==> src/rtl/cpu_pkg.sv <==
// cpu_pkg: opcodes, R-type func codes, controller state and instruction classes
// shared by the 16-bit CPU control unit.
`default_nettype none

package cpu_pkg;

  localparam logic [2:0] OP_R    = 3'b000;
  localparam logic [2:0] OP_ADDI = 3'b001;
  localparam logic [2:0] OP_LW   = 3'b010;
  localparam logic [2:0] OP_SW   = 3'b011;
  localparam logic [2:0] OP_BEQ  = 3'b100;
  localparam logic [2:0] OP_J    = 3'b101;
  localparam logic [2:0] OP_HALT = 3'b111;

  localparam logic [3:0] FN_ADD = 4'b0000;
  localparam logic [3:0] FN_SUB = 4'b0001;
  localparam logic [3:0] FN_AND = 4'b0100;
  localparam logic [3:0] FN_OR  = 4'b0101;
  localparam logic [3:0] FN_NOT = 4'b0110;
  localparam logic [3:0] FN_XOR = 4'b0111;

  typedef enum logic [2:0] {
    FETCH  = 3'd0,
    DECODE = 3'd1,
    EXEC   = 3'd2,
    MEM    = 3'd3,
    WB     = 3'd4,
    HALT   = 3'd7
  } state_t;

  localparam logic [2:0] CLS_R    = 3'd0;
  localparam logic [2:0] CLS_ADDI = 3'd1;
  localparam logic [2:0] CLS_LW   = 3'd2;
  localparam logic [2:0] CLS_SW   = 3'd3;
  localparam logic [2:0] CLS_BEQ  = 3'd4;
  localparam logic [2:0] CLS_J    = 3'd5;
  localparam logic [2:0] CLS_HALT = 3'd6;
  localparam logic [2:0] CLS_ILL  = 3'd7;

  function automatic logic func_legal(input logic [3:0] f);
    return (f == FN_ADD) || (f == FN_SUB) || (f == FN_AND) ||
           (f == FN_OR)  || (f == FN_NOT) || (f == FN_XOR);
  endfunction

endpackage

`default_nettype wire

==> src/rtl/ctrl_decode.sv <==
// ctrl_decode: purely combinational IR decode into instruction class, legality,
// ALU control pair, immediate and write-register select.
`default_nettype none

module ctrl_decode
  import cpu_pkg::*;
(
  input  logic [15:0] ir,
  output logic        legal,
  output logic [2:0]  cls,
  output logic [2:0]  alu_opcode,
  output logic [3:0]  alu_func,
  output logic [15:0] imm,
  output logic [2:0]  reg_wsel
);

  always_comb begin
    legal      = 1'b1;
    cls        = CLS_ILL;
    alu_opcode = 3'b000;
    alu_func   = 4'b0000;
    case (ir[15:13])
      OP_R: begin
        cls      = CLS_R;
        legal    = func_legal(ir[3:0]);
        alu_func = ir[3:0];
      end
      OP_ADDI: begin cls = CLS_ADDI; alu_opcode = 3'b001; end
      OP_LW:   begin cls = CLS_LW;   alu_opcode = 3'b001; end
      OP_SW:   begin cls = CLS_SW;   alu_opcode = 3'b001; end
      // The ALU control only understands 000/001, so beq borrows R-type sub.
      OP_BEQ:  begin cls = CLS_BEQ;  alu_func = FN_SUB; end
      OP_J:    cls = CLS_J;
      OP_HALT: cls = CLS_HALT;
      default: legal = 1'b0;
    endcase
  end

  assign imm      = (ir[15:13] == OP_J) ? {3'b000, ir[12:0]} : {{9{ir[6]}}, ir[6:0]};
  assign reg_wsel = (ir[15:13] == OP_R) ? ir[6:4] : ir[9:7];

endmodule

`default_nettype wire

==> src/rtl/cpu_ctrl_fsm.sv <==
// cpu_ctrl_fsm: multicycle FETCH/DECODE/EXEC/MEM/WB controller holding the IR.
// Strobes are registered and pulse for the cycle following the edge that commits them.
`default_nettype none

module cpu_ctrl_fsm
  import cpu_pkg::*;
(
  input  logic        clk,
  input  logic        rst_n,
  input  logic [15:0] imem_rdata,
  input  logic        imem_valid,
  output logic        imem_req,
  input  logic        dmem_ready,
  output logic        dmem_req,
  output logic        dmem_we,
  input  logic        alu_zero,
  output logic [2:0]  alu_opcode,
  output logic [3:0]  alu_func,
  output logic        alu_src_imm,
  output logic [2:0]  ir_opcode,
  output logic [2:0]  rs,
  output logic [2:0]  rt,
  output logic [2:0]  rd,
  output logic [15:0] imm,
  output logic        reg_we,
  output logic [2:0]  reg_wsel,
  output logic        wb_from_mem,
  output logic        pc_inc,
  output logic        pc_branch,
  output logic        pc_jump,
  output logic        halted,
  output logic        illegal,
  output logic [2:0]  state
);

  state_t      st;
  logic [15:0] ir;
  logic        legal;
  logic [2:0]  cls;

  ctrl_decode u_dec (
    .ir         (ir),
    .legal      (legal),
    .cls        (cls),
    .alu_opcode (alu_opcode),
    .alu_func   (alu_func),
    .imm        (imm),
    .reg_wsel   (reg_wsel)
  );

  always_ff @(posedge clk or negedge rst_n) begin
    if (!rst_n) begin
      st        <= FETCH;
      ir        <= '0;
      imem_req  <= 1'b0;
      dmem_req  <= 1'b0;
      reg_we    <= 1'b0;
      pc_inc    <= 1'b0;
      pc_branch <= 1'b0;
      pc_jump   <= 1'b0;
      halted    <= 1'b0;
      illegal   <= 1'b0;
    end else begin
      reg_we    <= 1'b0;
      pc_inc    <= 1'b0;
      pc_branch <= 1'b0;
      pc_jump   <= 1'b0;
      case (st)
        FETCH: begin
          if (imem_req && imem_valid) begin
            ir       <= imem_rdata;
            pc_inc   <= 1'b1;
            imem_req <= 1'b0;
            st       <= DECODE;
          end else begin
            imem_req <= 1'b1;
          end
        end
        DECODE: begin
          if (!legal || cls == CLS_HALT) begin
            illegal <= !legal;
            halted  <= 1'b1;
            st      <= HALT;
          end else if (cls == CLS_J) begin
            pc_jump  <= 1'b1;
            imem_req <= 1'b1;
            st       <= FETCH;
          end else begin
            st <= EXEC;
          end
        end
        EXEC: begin
          case (cls)
            CLS_R, CLS_ADDI: st <= WB;
            CLS_LW, CLS_SW: begin
              dmem_req <= 1'b1;
              st       <= MEM;
            end
            default: begin
              pc_branch <= (cls == CLS_BEQ) && alu_zero;
              imem_req  <= 1'b1;
              st        <= FETCH;
            end
          endcase
        end
        MEM: begin
          if (dmem_ready) begin
            dmem_req <= 1'b0;
            if (cls == CLS_LW) begin
              st <= WB;
            end else begin
              imem_req <= 1'b1;
              st       <= FETCH;
            end
          end
        end
        WB: begin
          reg_we   <= 1'b1;
          imem_req <= 1'b1;
          st       <= FETCH;
        end
        HALT: st <= HALT;
        default: begin
          imem_req <= 1'b1;
          st       <= FETCH;
        end
      endcase
    end
  end

  assign state       = st;
  assign ir_opcode   = ir[15:13];
  assign rs          = ir[12:10];
  assign rt          = ir[9:7];
  assign rd          = ir[6:4];
  assign dmem_we     = dmem_req && (cls == CLS_SW);
  assign wb_from_mem = (cls == CLS_LW);
  assign alu_src_imm = ((cls == CLS_ADDI) || (cls == CLS_LW) || (cls == CLS_SW)) &&
                       ((st == EXEC) || (st == MEM) || (st == WB));

endmodule

`default_nettype wire

==> config.mk <==
export PLATFORM = sky130hd
export DESIGN_NAME = cpu_ctrl_fsm
export DESIGN_NICKNAME = d
export VERILOG_FILES = /design/src/rtl/cpu_pkg.sv /design/src/rtl/ctrl_decode.sv /design/src/rtl/cpu_ctrl_fsm.sv
export SDC_FILE = /design/constraint.sdc
export NUM_CORES = 1
export LEC_CHECK = 0
export ABC_CLOCK_PERIOD_IN_PS = 2300
export CORE_UTILIZATION = 40
export DETAILED_ROUTE_END_ITERATION = 8
export PLACE_DENSITY = 0.8
export SKIP_CTS_REPAIR_TIMING = 1
export SLEW_MARGIN = 20
export SYNTH_ARGS = -nofsm -noshare
export SYNTH_HDL_FRONTEND = slang
export SYNTH_SLANG_ARGS = --single-unit
==> constraint.sdc <==
create_clock -name clk -period 2.3 [get_ports clk]
set_input_delay 0.46 -clock clk [delete_from_list [all_inputs] [get_ports clk]]
set_output_delay 0.46 -clock clk [all_outputs]
set_load 0.05 [all_outputs]
==> results of run 1 <==
final cells by class:
class | instances | share of cell area, %
tap | 46 | 2.508
clock buffer | 3 | 0.9815
inverter | 4 | 0.6543
sequential | 27 | 29.61
clock inverter | 1 | 0.2181
timing repair buffer | 74 | 37.62
multi-input combinational | 84 | 28.41
path summary, 6_finish.rpt:
check	from	end	slack, ns	depth (start not counted)
worst max register to register	ir[14]	illegal	0.44	5
min in group clk	halted	halted	0.50	1
worst min-delay path	rst_n	pc_jump	0.50	2
worst min register to register	halted	halted	0.50	1
max in group asynchronous	rst_n	ir[14]	1.52	2
worst max-delay path	state[2]	state[2]	0.11	1
metal layers:
layer  vias up  global-route usage, %  wire, µm
met5         -                      0         0
met4         0                  4.762        13
met3         2                  3.727       252
met2        63                  30.88      1746
met1       572                  25.65      1510
li1        567                      -         -
layout by cell type, fill, tap and decap left out, drive strengths merged, types with 3 or more instances in the layout:
cell	Yosys	layout
clkdlybuf4s50	0	49
dfrtp	27	27
buf	12	23
mux2	18	18
nand2	9	9
o21ai	6	6
a21o	6	6
nor2	5	5
nor3	5	5
inv	4	4
and2	4	4
a21oi	3	3
clkbuf	4	3
cell families (layout without fill, tap and decap cells):
family	after synthesis	after routing	share of synthesized area (%)
flops	27	27	47.04
other cells	1	2	0.2611
compound gates	26	26	12.28
buf+inv	20	82	9.058
mux	19	19	16.38
simple gates	37	37	14.98
through the flow:
| stage | cells | utilization, % | TNS (ns) | worst slack (ns) | hold slack (ns) |
|---|---|---|---|---|---|
| floorplan | 131 | - | -0.02055 | -0.02055 | 0.1644 |
| global placement | 234 | 66.45 | 0 | 0.3367 | 0.4582 |
| detailed placement | 234 | 66.45 | 0 | 0.3279 | 0.4630 |
| CTS | 238 | 67.26 | -0.2823 | -0.04630 | 0.5038 |
| global route | 239 | 67.70 | 0 | 0.02154 | 0.5071 |
| finish | 239 | 67.70 | 0 | 0.1080 | 0.4977 |
==> impl_metrics.py, run 1 <==
metrics = {
    "final_layout": {
        "num_antenna_cells": 0,
        "final_nets": 215,
        "n_fill_cell": 251,
        "synthToLayoutAreaGrowth_pct": 59.76,
        "multi_input_comb_area_um2": 651.9,
        "final_cell_area_um2": 2295,
        "regMostFlops": "ir",
        "drive_above_1_share_pct": 31.09,
        "largest_reg_flops": 16,
        "regArea_um2": 679.4,
    },
    "yosys": {
        "syn_area_per_cell_um2": 11.05,
        "synthTopCellsByArea": "dfrtp_1 (47%), mux2_2 (9.4%), mux2_4 (6.3%)",
        "syn_inst": 130,
        "synth_seq_cells": 27,
        "synth-seq-area-share_pct": 47.04,
        "synth_area_um2": 1436,
        "synth_edf_count": 0,
        "synth_cell_type_count": 38,
        "synth.top_cell.area_share_pct": 47.04,
        "yosys_warnings": 0,
        "synth_top_cell_by_area": "dfrtp_1",
        "synth_most_common_cell": "dfrtp_1",
        "dominantRegCellSynth": "dfrtp_1",
        "synthArstFlopShare_pct": 100.0,
        "netlist_top_cells_count": "dfrtp_1 (27), mux2_2 (12), nand2_1 (9)",
    },
    "sta": {
        "tightest_slew_ns": 0.5537,
        "rsz0062_at_grt": "false",
        "period_minus_slack_ns": 2.192,
        "finalCritPeriodShare_pct": 95.31,
        "max_freq_ghz": 0.4562,
        "maxSlewViolCount": 0,
        "skew_ns": 0.002888,
        "hold_viol_final": 0,
        "slew_headroom_pct": 62.87,
        "setup_viol": 0,
    },
    "drt": {
        "num_vias": 1204,
        "firstDrtPassIters": 4,
        "antenna_left": 0,
        "drcViolationCount": 0,
        "drt-initial-drc-count": 32,
        "viasPerCell": 5.038,
        "postRouteWirelength_mm": 3.523,
        "post_drt_wl_per_cell_um": 14.74,
    },
    "global_route": {
        "overflow": 0,
        "grt_util_all_layers_pct": 18.85,
        "grt_pass1_wl_mm": 5.306,
        "grt_max_degree": 28,
        "first_global_vias": 1154,
        "antenna_found_initial": 0,
    },
    "cts": {
        "cts.htree.levels": 1,
        "worst_skew_pair.late_latency_ns": 0.32,
        "path_clk_slew_ns": 0.14,
        "clock_path_buffers": 2,
        "cts_tree": "done",
        "cts_made_buffers": 3,
        "numClockSinks": 27,
        "clockRootBuffer": "clkbuf_4",
    },
    "die": {
        "die_x_um": 61.93,
        "std_cell_rows": 21,
        "ios": 73,
        "die_h_um": 61.93,
        "core_um2": 3390,
        "dieArea_um2": 3835,
        "start_util_pct": 42.38,
    },
    "placed_design": {
        "portBuffers": 70,
        "place.gp.congestion": 0.8488,
        "place_area_um2": 2252,
        "place_hpwl_mm": 2.621,
    },
    "critical_path": {
        "cpMaxStageDelayCell": "clkdlybuf4s50_1",
        "cp_top_family": "buffers and inverters",
        "cp.arrival_ns": 1.73,
        "cpPeakStageDelay_ns": 0.87,
        "critPathLaunchType": "register",
        "critPathKind": "register to primary output",
        "path_buf_inv": 1,
        "critPathMaxFanout": 10,
        "cp.required_ns": 1.84,
        "worst_setup_path_end_kind": "primary output",
        "crit_chain": "clkdlybuf4s50_1",
    },
    "status": {
        "status": "finished, final reports clean",
    },
    "flow_run": {
        "cap_violations": 0,
    },
    "hold_path": {
        "min_path_type": "input port to async pin",
    },
}
Power of run 1 is left out: the tool's default activity adds up to more than one toggle a clock period on the data nets, which glitch-free logic cannot reach.
==> run 2: changes to the inputs <==
--- a/config.mk
+++ b/config.mk
@@ -5,7 +5,7 @@
 export SDC_FILE = /design/constraint.sdc
 export NUM_CORES = 1
 export LEC_CHECK = 0
-export ABC_CLOCK_PERIOD_IN_PS = 2300
+export ABC_CLOCK_PERIOD_IN_PS = 2500
 export CORE_UTILIZATION = 40
 export DETAILED_ROUTE_END_ITERATION = 8
 export PLACE_DENSITY = 0.8
==> constraint.sdc (replaced) <==
create_clock -name clk -period 2.5 [get_ports clk]
set_input_delay 0.5 -clock clk [delete_from_list [all_inputs] [get_ports clk]]
set_output_delay 0.5 -clock clk [all_outputs]
set_load 0.05 [all_outputs]
==> impl_metrics.py, run 2 (same netlist as run 1, synthesis figures left out) <==
metrics = {
    "global_route": {
        "first_global_vias": 1074,
        "antenna_found_initial": 0,
        "grt_pass1_wl_mm": 5.271,
        "grt_max_degree": 28,
        "met3_usage_pct": 3.520,
        "overflow": 0,
        "grtUsageMet2_pct": 30.88,
        "top_usage_layer": "met2",
        "grt_util_all_layers_pct": 19.44,
        "use_met1_pct": 25.26,
    },
    "final_layout": {
        "num_antenna_cells": 0,
        "synthToLayoutAreaGrowth_pct": 54.70,
        "final_nets": 214,
        "final_common_cell": "clkdlybuf4s50_1",
        "layout_common_cells": "clkdlybuf4s50_1 (52), dfrtp_1 (24), mux2_2 (12), buf_4 (10)",
        "final_cell_area_um2": 2222,
        "stdcell_count": 238,
        "regMostFlops": "ir",
        "drive_above_1_share_pct": 25.52,
        "largest_reg_flops": 16,
    },
    "placed_design": {
        "place.gp.congestion": 0.8349,
        "place_inst": 234,
        "place_area_um2": 2187,
        "portBuffers": 70,
        "pre_cts_ws_ns": 0.3377,
        "place_hpwl_mm": 2.610,
    },
    "critical_path": {
        "worstReg2RegEnd": "illegal",
        "worst_setup_path_end_kind": "primary output",
        "r2r_slack_ns": 0.57,
        "worstReg2RegStart": "ir[15]",
        "ff2ff_path_depth": 4,
        "critPathKind": "register to primary output",
        "critPathLaunchType": "register",
        "cp.arrival_ns": 1.92,
        "critPathMaxFanout": 12,
        "cp.required_ns": 2.00,
    },
    "sta": {
        "setup_ws_ns": 0.07848,
        "period_minus_slack_ns": 2.422,
        "finalCritPeriodShare_pct": 96.86,
        "maxSlewViolCount": 0,
        "max_freq_ghz": 0.4130,
        "slew_headroom_pct": 59.53,
        "fin_tns_setup_ns": 0,
        "setup_viol": 0,
        "skew_ns": 0.001602,
        "rsz0062_at_grt": "false",
        "tightest_slew_ns": 0.6035,
        "hold_viol_final": 0,
    },
    "die": {
        "die_h_um": 61.93,
        "core_um2": 3390,
        "std_cell_rows": 21,
        "dieArea_um2": 3835,
        "start_util_pct": 42.38,
        "ios": 73,
        "die_x_um": 61.93,
    },
    "drt": {
        "viasPerCell": 5.084,
        "drcViolationCount": 0,
        "num_vias": 1210,
        "firstDrtPassIters": 4,
        "antenna_left": 0,
        "postRouteWirelength_mm": 3.489,
        "post_drt_wl_per_cell_um": 14.66,
        "drt-initial-drc-count": 44,
    },
    "cts": {
        "numClockSinks": 27,
        "cts_made_buffers": 3,
        "clockRootBuffer": "clkbuf_4",
        "clock_path_buffers": 2,
        "cts.htree.levels": 1,
        "cts_tree": "done",
        "worst_skew_pair.late_latency_ns": 0.32,
        "path_clk_slew_ns": 0.13,
    },
    "hold_path": {
        "hp-start": "halted",
        "hold_depth": 1,
        "min_to": "halted",
        "min_path_type": "register to register",
    },
    "flow_run": {
        "cap_violations": 0,
    },
    "status": {
        "status": "finished, final reports clean",
    },
}
## run 2: cell count changes in the layout (fill, tap and decap cells not counted), sizes merged
| cell | delta |
|---|---|
| clkinv | -1 |
| clkbuf | +1 |
| buf | -4 |
| clkdlybuf4s50 | +3 |
## run 2: layout make-up
type,count,area [µm²]
Inverter,4,15.01
Multi-Input combinational cell,84,643.1
Clock buffer,4,26.28
Sequential cell,27,679.4
Fill cell,254,1167
Timing Repair Buffer,73,800.8
Tap cell,46,57.56
## run 2: worst max-delay path by stage
stage                     startpoint           to  slack [ns]  cells past startpoint
after floorplan               ir[13]  alu_src_imm        0.07                      4
after global placement        ir[15]      dmem_we        0.38                      3
after detailed placement      ir[13]  alu_func[0]        0.34                      3
after CTS                     ir[13]  alu_func[0]       -0.05                      3
after global routing          ir[14]  wb_from_mem       0.002                      2
final                         ir[14]  wb_from_mem        0.08                      2
## run 2: critical path: stages (launching register included)
cell             delay, ns
dfrtp_2               0.52
nor3b_2               0.25
clkdlybuf4s50_1       0.83
## run 2: per-layer routing
layer  vias up  wire, µm
li1        566         -
met1       580      1431
met2        58      1704
met3         6       273
met4         0        79
met5         -         0
## run 2: stage by stage
| step | utilization, % | hold slack, ns |
|---|---|---|
| global route | 65.56 | 0.5390 |
| global placement | 64.53 | 0.4594 |
| detailed placement | 64.53 | 0.4641 |
| floorplan | - | 0.2044 |
| CTS | 65.30 | 0.5038 |
| finish | 65.56 | 0.5048 |
Power of run 2 is left out for the same reason.
==> RTL change, RTL diff (settings of run 1) <==
Reset style: synchronous (`rst_n`), changed in one clocked block.
--- a/src/rtl/cpu_ctrl_fsm.sv
+++ b/src/rtl/cpu_ctrl_fsm.sv
@@ -48,7 +48,7 @@
     .reg_wsel   (reg_wsel)
   );
 
-  always_ff @(posedge clk or negedge rst_n) begin
+  always_ff @(posedge clk) begin
     if (!rst_n) begin
       st        <= FETCH;
       ir        <= '0;
Check against the original RTL: differs if rst_n is asserted again (counterexample within 4 cycles, from zero or initial values and one cycle with rst_n low); with rst_n held inactive, the same outputs for 10 cycles.
==> RTL change against run 1 <==
Synthesized cell count up 39%. First-iteration DRC count is 94% higher. Worst setup slack better by 0.060 ns. Sequential cell count stayed put. Via count rose by 23%. Critical path depth unchanged. Cell area increased by 2.9%. Wire length rose by 12%. Clock skew rose by 0.0032 ns. Synthesized area is 3.1% higher. Critical path type unchanged. Critical endpoint unchanged. Largest cell class unchanged.
==> RTL change: results (changes against run 1) <==
outcome: "completed"  # unchanged
ys.flop_type: "dfxtp_1"  # was dfrtp_1
placed_area_sq_um: 2310  # was 2250 sq um
crit_slowest_cell: "clkdlybuf4s50_1"  # unchanged
grt_pass1_wl_microns: 6510  # was 5310 microns
crit_arrival_ns: 1.67  # was 1.73 ns
wl_per_cell_microns: 13.5  # was 14.7 microns
grt_antenna_before_repair: 0  # unchanged
syn_inst: 181  # was 130
finClkSkew_ns: 0.00608  # was 0.00289 ns
hpwl_microns: 3010  # was 2620 microns
yosysWarnings: 0  # unchanged
io_buffers: 70  # unchanged
h-tree-depth: 1  # unchanged
antenna_cells: 0  # unchanged
regMostFlops: "ir"  # unchanged
worst-slew-pin-transition_ns: 0.515  # was 0.554 ns
grtUsageTotal: 0.204  # was 0.188
clkSlewWorstSetupHoldPaths_ns: 0.08  # was 0.14 ns
slowest_delay_ns: 0.87  # about the same
grt_pass1_vias: 1380  # was 1154
cts.path.max_buffers: 2  # unchanged
async_flop_share: 0  # was 1.00
drive_gt1_frac: 0.203  # was 0.311
synthTopCellsByArea: "dfxtp_1, nand2_1, a21boi_1, buf_4, a21boi_0"  # was dfrtp_1, mux2_2, mux2_4, buf_4, a21o_1
worstSkewPairLatency_ns: 0.27  # was 0.32 ns
synthTopCellsByCount: "nand2_1, dfxtp_1, a21boi_1"  # was dfrtp_1, mux2_2, nand2_1
irDropWorstVdd_mv: 0.655
nets: 268  # was 215
cellLeakagePower_nw: 0.977
cts_buffers: 3  # unchanged
dr.pass1.iters: 4  # unchanged
min_path_type: "reg2reg"  # was in2async
drtIter0Drc: 62  # was 32
ys_types: 42  # was 38
synth_seq_area_share: 0.365  # was 0.470
synth-edff-count: 0  # unchanged
grt_max_degree: 27  # was 28
vias: 1485  # was 1204
largest_reg_flops: 16  # unchanged
cp_max_fo: 9  # was 10
dp_cells: 288  # was 234
drt-total-wl_microns: 3930  # was 3520 microns
gp_congestion: 0.839  # was 0.849
critPathTopFamily: "buffers and inverters"  # unchanged
cts_root_buffer: "clkbuf_8"  # was clkbuf_4
==> RTL change: routing by layer <==
layer  vias to the layer above  GRT usage  share of wire
li1                        739          -              -
met1                       696      0.269           0.45
met2                        48      0.346           0.49
met3                         2     0.0365          0.051
met4                         0     0.0349         0.0056
met5                         -          0              0
==> RTL change: path summary, 6_finish.rpt <==
kind / endpoint / slack (ns) / depth (start not counted) / start
worst max-delay path: state[2] / 0.17 / 1 / state[2]$_SDFFE_PN0P_
worst min-delay path: illegal$_SDFFE_PN0P_ / 0.48 / 2 / illegal$_SDFFE_PN0P_
worst max register to register: state[2]$_SDFFE_PN0P_ / 0.70 / 5 / ir[15]$_SDFFE_PN0P_
worst min register to register: illegal$_SDFFE_PN0P_ / 0.48 / 2 / illegal$_SDFFE_PN0P_
==> RTL change: cell families (layout without fill, tap and decap cells) <==
family / after synthesis / count (layout) / synth area share
buf+inv: 23 / 87 / 0.101
flops: 27 / 27 / 0.365
simple gates: 80 / 80 / 0.284
compound gates: 46 / 46 / 0.219
other cells: 1 / 2 / 0.00253
mux: 4 / 4 / 0.0296
==> RTL change: worst reg2reg max path, delay by kind of cell (launching register included) <==
family                 cells  cell delay (ns)
flip-flops                 1             0.53
buffers and inverters      1             0.24
AO/OA/AOI/OAI              2             0.40
AND/OR/NAND/NOR            2             0.37
==> RTL change: layout make-up <==
type	instances	area, sq um
clock buffer	4	45.0
tap	46	57.6
inverter	1	3.75
sequential	27	543
fill	289	1080
multi-input combinational	132	805
timing repair buffer	82	908
==> RTL change: power breakdown <==
part	leakage (nW)	switching (mW)	internal [mW]
clock network	0.0228	0.142	0.124
registers	0.221	0.0873	0.555
logic	0.733	1.01	0.623
==> RTL change: through the flow <==
stage / utilization / hold slack [ns] / worst slack (ns)
3_3_place_gp: 0.672 / 0.457 / 0.370
6_report: 0.686 / 0.483 / 0.168
5_1_grt: 0.686 / 0.504 / 0.114
2_1_floorplan: - / 0.587 / 0.00567
3_5_place_dp: 0.672 / 0.469 / 0.326
4_1_cts: 0.686 / 0.482 / 0.0986
